==> config.mk <==
export PLATFORM = sky130hd
export DESIGN_NAME = ddr3_req_scheduler
export DESIGN_NICKNAME = d
export VERILOG_FILES = /design/src/rtl/ddr3_req_scheduler.sv
export SDC_FILE = /design/constraint.sdc
export NUM_CORES = 1
export LEC_CHECK = 0
export ABC_CLOCK_PERIOD_IN_PS = 5300
export CORE_MARGIN = 2
export CORE_UTILIZATION = 35
export CTS_BUF_LIST = sky130_fd_sc_hd__clkbuf_4
export DETAILED_ROUTE_END_ITERATION = 10
export DONT_BUFFER_PORTS = 1
export PLACE_DENSITY = 0.46
export SYNTH_ARGS = -nofsm -noshare
export SYNTH_HDL_FRONTEND = slang
export SYNTH_SLANG_ARGS = --single-unit
==> constraint.sdc <==
create_clock -name clk -period 5.3 [get_ports clk]
set_input_delay 1.06 -clock clk [delete_from_list [all_inputs] [get_ports clk]]
set_output_delay 1.06 -clock clk [all_outputs]
set_load 0.02 [all_outputs]
==> src/rtl/ddr3_req_scheduler.sv <==
// ddr3_req_scheduler: arbitrates user read/write requests against periodic DDR3 refresh.
// Ports:
//   clk, reset                        clock, async active-high reset
//   req_rd/req_wr/req_addr/req_din    held user request; req_ready marks acceptance
//   resp_valid/resp_dout              read data pulse and held read data
//   ctl_rd/ctl_wr/ctl_refresh         one-cycle command pulses to the controller
//   ctl_addr/ctl_din                  command operands, stable until completion
//   ctl_busy/ctl_data_ready/ctl_dout  controller status and read data
//   refresh_debt/debt_overflow        owed refreshes and sticky overflow flag
module ddr3_req_scheduler #(
    parameter int REFRESH_COUNT = 615,
    parameter int URGENT_DEBT   = 4,
    parameter int MAX_DEBT      = 8
) (
    input  logic        clk,
    input  logic        reset,
    input  logic        req_rd,
    input  logic        req_wr,
    input  logic [25:0] req_addr,
    input  logic [15:0] req_din,
    output logic        req_ready,
    output logic        resp_valid,
    output logic [15:0] resp_dout,
    output logic        ctl_rd,
    output logic        ctl_wr,
    output logic        ctl_refresh,
    output logic [25:0] ctl_addr,
    output logic [15:0] ctl_din,
    input  logic        ctl_busy,
    input  logic        ctl_data_ready,
    input  logic [15:0] ctl_dout,
    output logic [3:0]  refresh_debt,
    output logic        debt_overflow
);
    localparam int TW = (REFRESH_COUNT > 1) ? $clog2(REFRESH_COUNT) : 1;
    typedef enum logic [1:0] {IDLE, CMD, SETTLE, WAIT} state_t;
    typedef enum logic [1:0] {OP_RD, OP_WR, OP_REF} op_t;
    state_t        state;
    op_t           op;
    logic [TW-1:0] timer;
    logic          tick, refresh_done, urgent, user_req, sel_ref, got_data;
    assign tick         = timer == TW'(REFRESH_COUNT - 1);
    assign refresh_done = state == WAIT && op == OP_REF && !ctl_busy;
    assign urgent       = refresh_debt >= 4'(URGENT_DEBT);
    assign user_req     = req_rd | req_wr;
    assign sel_ref      = urgent || (!user_req && refresh_debt != 4'd0);
    assign req_ready    = !reset && state == IDLE && user_req && !urgent;
    always_ff @(posedge clk or posedge reset) begin
        if (reset) begin
            timer         <= '0;
            refresh_debt  <= 4'd0;
            debt_overflow <= 1'b0;
        end else begin
            timer <= tick ? '0 : timer + 1'b1;
            if (tick && refresh_debt == 4'(MAX_DEBT))
                debt_overflow <= 1'b1;
            // a tick and a completion in the same cycle cancel out
            if (tick && !refresh_done && refresh_debt != 4'(MAX_DEBT))
                refresh_debt <= refresh_debt + 4'd1;
            else if (refresh_done && !tick && refresh_debt != 4'd0)
                refresh_debt <= refresh_debt - 4'd1;
        end
    end
    always_ff @(posedge clk or posedge reset) begin
        if (reset) begin
            state       <= IDLE;
            op          <= OP_RD;
            got_data    <= 1'b0;
            ctl_rd      <= 1'b0;
            ctl_wr      <= 1'b0;
            ctl_refresh <= 1'b0;
            ctl_addr    <= '0;
            ctl_din     <= '0;
            resp_valid  <= 1'b0;
            resp_dout   <= '0;
        end else begin
            ctl_rd      <= 1'b0;
            ctl_wr      <= 1'b0;
            ctl_refresh <= 1'b0;
            resp_valid  <= 1'b0;
            case (state)
                IDLE: begin
                    if (sel_ref) begin
                        op          <= OP_REF;
                        ctl_refresh <= 1'b1;
                        state       <= CMD;
                    end else if (user_req) begin
                        // write wins when both are requested; the read stays pending
                        op       <= req_wr ? OP_WR : OP_RD;
                        ctl_wr   <= req_wr;
                        ctl_rd   <= !req_wr;
                        ctl_addr <= req_addr;
                        ctl_din  <= req_din;
                        state    <= CMD;
                    end
                end
                CMD: begin
                    got_data <= 1'b0;
                    state    <= SETTLE;
                end
                // controller raises busy one cycle late, so busy is not trusted here
                SETTLE: state <= WAIT;
                WAIT: begin
                    if (op == OP_RD) begin
                        if (ctl_data_ready && !got_data) begin
                            resp_dout  <= ctl_dout;
                            resp_valid <= 1'b1;
                            got_data   <= 1'b1;
                        end
                        if (got_data && !ctl_busy)
                            state <= IDLE;
                    end else if (!ctl_busy) begin
                        state <= IDLE;
                    end
                end
                default: state <= IDLE;
            endcase
        end
    end
endmodule

==> reports/qor.txt <==
Cell area after placement - 0.00359 mm²
Final worst-path cycle share - 0.597
Detail Placement HPWL - 4470 µm
Number of register bits inferred by synthesis - 82
Die extent in y - 103 µm
Total iterations of the first detailed-routing run - 4
Post-synthesis sequential area ratio - 0.594
Later-pin clock latency in the skew report - 0.44 ns
Share of final-layout standard cells stronger than drive strength 1 - 0.331
Layout Area Growth over Synthesis - 8.12%
Final worst clock skew - 0.0175 ns
Synthesized instance count - 247
Net count of the finished layout - 325
Slowest stage cell, crit path - sky130_fd_sc_hd__and3_1
CTS Hold Bufs - 0
Final Hold Vio Count - 0
Maximum count of clock buffers along a single path - 2
TritonCTS Sinks - 82
Crit path time final - 3.17 ns
GR peak layer - met2
Worst hold-check path type - input pin to asynchronous set/reset pin
Count of buffers inserted at the top-level ports - 0
Floorplan die area - 0.0107 mm²
Cell area after synthesis - 0.00345 mm²
Initial cell density of the core - 0.357
CTS tree - done
Count of boundary I/O pins - 132
Final global-route overflow total - 0
Cell row count - 36
First-pass GRT wire length - 9210 µm
Final non-filler cell total - 390
Residual antenna-violating net count after detailed routing - 0
Largest voltage drop on the vdd net - 0.224 mV
Clock tree root driver cell - sky130_fd_sc_hd__clkbuf_4
Count of pins over their slew limit - 0
Transition time of the tightest slew-check pin - 1.11 ns
Result of the run - finished, final reports clean
Count of final setup violators - 0
Count of routing violations after the opening detailed-route iteration - 32
Static leakage - 1.62 nW
Fin Setup TNS - 0 ns
GR Layer Usage met1 - 0.144
Number of clock buffers inserted by TritonCTS - 9
Core ar. - 0.00968 mm²
Power per cell area - 627 mW/mm²
Antenna violations before repair - 0
Crit Path Category - flop to flop
Unrepaired setup endpoints after global routing - no
WP depth - 10
Maximum fanout along the worst path - 14
Normalized max-slew margin - 0.256
Post-placement cell count - 374
Max capacitance violation total - 0
Signal arrival time at the worst endpoint - 3.48 ns
Worst stage delay on the critical path - 0.56 ns
Post-cts repair resize count - 0
Worst Reg-to-Reg Cells - 10
Number of nets in the synthesized netlist - 320
Avg Synthesized Cell Area - 14.0 µm²
Vias per std cell - 4.93
Critical path buffers and inverters - 1
Number of levels in the clock H-tree - 3
Global routing usage on met3 - 0.0417
Total Wirelength - 6250 µm
Finished Cell Area - 0.00373 mm²
Critical Path Sink Type - flop
Tot GR Track Use - 0.115
Number of buffers added for setup after CTS - 0
Vias in the first global route - 1847
Routed via count - 1922
CTS clock-pin slew for the worst setup and hold paths - 0.14 ns
Chain of cells forming the critical path - inv_1, ha_1, nor4bb_4, and3_1, nand3_1, ha_1, a21o_1, a21oi_2, or3_1, mux4_2
Req. time, crit path - 5.62 ns
Utilization after layout - 0.386
Critical path startpoint category - flop
Placer congestion estimate - 0.750
Number of antenna diodes - 0
Fmax - 316 MHz
Unique masters post-synth - 40
Average routed wire per standard cell - 16.0 µm
Drc violations - 0
Most frequent cell on the critical path - sky130_fd_sc_hd__ha_1
Die width - 103 µm
Pin count of the biggest net entering global routing - 53
Global routing usage on met2 - 0.172
Yosys warning total - 0
Cell class contributing the biggest share of worst-path delay - simple AND/OR/NAND/NOR gates
-- layer usage --
metal / vias to the layer above / share of wire
met4: 0 / 0.023
met1: 934 / 0.43
met5: - / 0
met2: 89 / 0.47
met3: 14 / 0.081
li1: 885 / -
-- worst register-to-register path, delay by kind of cell, from the launching register on --
family	cells	cell delay (ns)
mux	1	0.46
fa+ha+maj	2	0.49
compound gates	2	0.20
flops	1	0.44
buf+inv	1	0.08
simple gates	4	1.39
-- through the flow --
stage / setup WS (ns) / hold WS (ns) / total power (W)
after floorplan: 2.13 / 0.468 / 0.00185
after global placement: 2.22 / 0.490 / 0.00198
after detailed placement: 2.13 / 0.497 / 0.00199
after CTS: 2.10 / 0.505 / 0.00238
after global routing: 1.89 / 0.525 / 0.00251
final: 2.13 / 0.501 / 0.00234
-- cells in the mapped netlist --
master	count	area [µm²]
sky130_fd_sc_hd__a21o_1	3	22.5
sky130_fd_sc_hd__a21oi_1	3	15.0
sky130_fd_sc_hd__a21oi_2	1	8.76
sky130_fd_sc_hd__a22oi_1	1	7.51
sky130_fd_sc_hd__a31o_2	1	8.76
sky130_fd_sc_hd__a31oi_1	1	6.26
sky130_fd_sc_hd__and2_1	1	6.26
sky130_fd_sc_hd__and3_1	3	18.8
sky130_fd_sc_hd__and4_1	1	8.76
sky130_fd_sc_hd__and4bb_2	1	12.5
sky130_fd_sc_hd__buf_2	5	25.0
sky130_fd_sc_hd__buf_4	1	7.51
sky130_fd_sc_hd__buf_6	1	11.3
sky130_fd_sc_hd__dfrtp_1	82	2050
sky130_fd_sc_hd__fa_1	1	20.0
sky130_fd_sc_hd__ha_1	8	100
sky130_fd_sc_hd__inv_1	7	26.3
sky130_fd_sc_hd__mux2_2	59	664
sky130_fd_sc_hd__mux2i_1	1	10.0
sky130_fd_sc_hd__mux4_2	1	22.5
sky130_fd_sc_hd__nand2_1	8	30.0
sky130_fd_sc_hd__nand3_1	5	25.0
sky130_fd_sc_hd__nand4_1	3	18.8
sky130_fd_sc_hd__nand4bb_1	1	11.3
sky130_fd_sc_hd__nor2_1	11	41.3
sky130_fd_sc_hd__nor2_2	1	6.26
sky130_fd_sc_hd__nor3_1	7	35.0
sky130_fd_sc_hd__nor3b_1	4	30.0
sky130_fd_sc_hd__nor4b_1	1	8.76
sky130_fd_sc_hd__nor4bb_4	1	25.0
sky130_fd_sc_hd__o211ai_1	1	7.51
sky130_fd_sc_hd__o21ai_0	6	30.0
sky130_fd_sc_hd__o21bai_1	1	7.51
sky130_fd_sc_hd__o22ai_1	1	6.26
sky130_fd_sc_hd__or2_2	1	6.26
sky130_fd_sc_hd__or3_1	2	12.5
sky130_fd_sc_hd__or4_2	1	8.76
sky130_fd_sc_hd__or4b_2	1	10.0
sky130_fd_sc_hd__xnor2_1	3	26.3
sky130_fd_sc_hd__xor2_1	6	52.6
-- flip-flops by register name (all words and copies together) (netlist names) --
name and count:
resp_valid 1, ctl_addr 26, ctl_wr 1, op 2, refresh_debt 4, timer 10, state 2, debt_overflow 1
ctl_refresh 1, ctl_din 16, resp_dout 16, ctl_rd 1, got_data 1
-- layout by cell type, fill, tap and decap left out, types with 2 or more instances in the layout --
master                     Yosys  final
sky130_fd_sc_hd__ha_1          8      8
sky130_fd_sc_hd__inv_6         0      2
sky130_fd_sc_hd__or3_1         2      2
sky130_fd_sc_hd__and3_1        3      3
sky130_fd_sc_hd__xor2_1        6      6
sky130_fd_sc_hd__nor3b_1       4      4
sky130_fd_sc_hd__mux2_2       59     59
sky130_fd_sc_hd__nand4_1       3      3
sky130_fd_sc_hd__nor3_1        7      7
sky130_fd_sc_hd__nand2_1       8      8
sky130_fd_sc_hd__nor2_1       11     11
sky130_fd_sc_hd__a21oi_1       3      3
sky130_fd_sc_hd__clkinv_2      0      2
sky130_fd_sc_hd__xnor2_1       3      3
sky130_fd_sc_hd__dfrtp_1      82     82
sky130_fd_sc_hd__o21ai_0       6      6
sky130_fd_sc_hd__inv_1         7      6
sky130_fd_sc_hd__a21o_1        3      3
sky130_fd_sc_hd__nand3_1       5      5
sky130_fd_sc_hd__clkbuf_4      0      9
-- kinds of logic (layout without fill, tap and decap cells) --
kind of cell | count (synthesis) | in the layout | synth area share
compound gates | 19 | 19 | 0.0348
simple gates | 53 | 53 | 0.0913
xor+xnor | 9 | 9 | 0.0228
flops | 82 | 82 | 0.594
fa+ha+maj | 9 | 9 | 0.0348
mux | 61 | 61 | 0.202
buf+inv | 14 | 24 | 0.0203
-- cell type report --
type	count	area [µm²]
Tap cell	133	166
Sequential cell	82	2050
Fill cell	922	5950
Inverter	7	27.5
Timing Repair Buffer	1	7.51
Multi-Input combinational cell	151	1340
Clock inverter	7	76.3
Clock buffer	9	67.6
-- worst paths after layout --
check | from | slack, ns | end
max | timer[0] | 2.13 | refresh_debt[3]
min | reset | 0.50 | op[1]
max reg2reg | timer[0] | 2.13 | refresh_debt[3]
min reg2reg | timer[8] | 0.51 | timer[8]
max in group asynchronous | reset | 3.78 | timer[6]
min in group clk | timer[8] | 0.51 | timer[8]
-- power breakdown --
| group | internal (W) | switching, W |
|---|---|---|
| clock network | 0.000149 | 0.000233 |
| registers | 0.000887 | 0.000497 |
| logic | 0.000340 | 0.000235 |
| total | 0.00138 | 0.000965 |
Note: power is estimated with default switching activity, not from simulation.
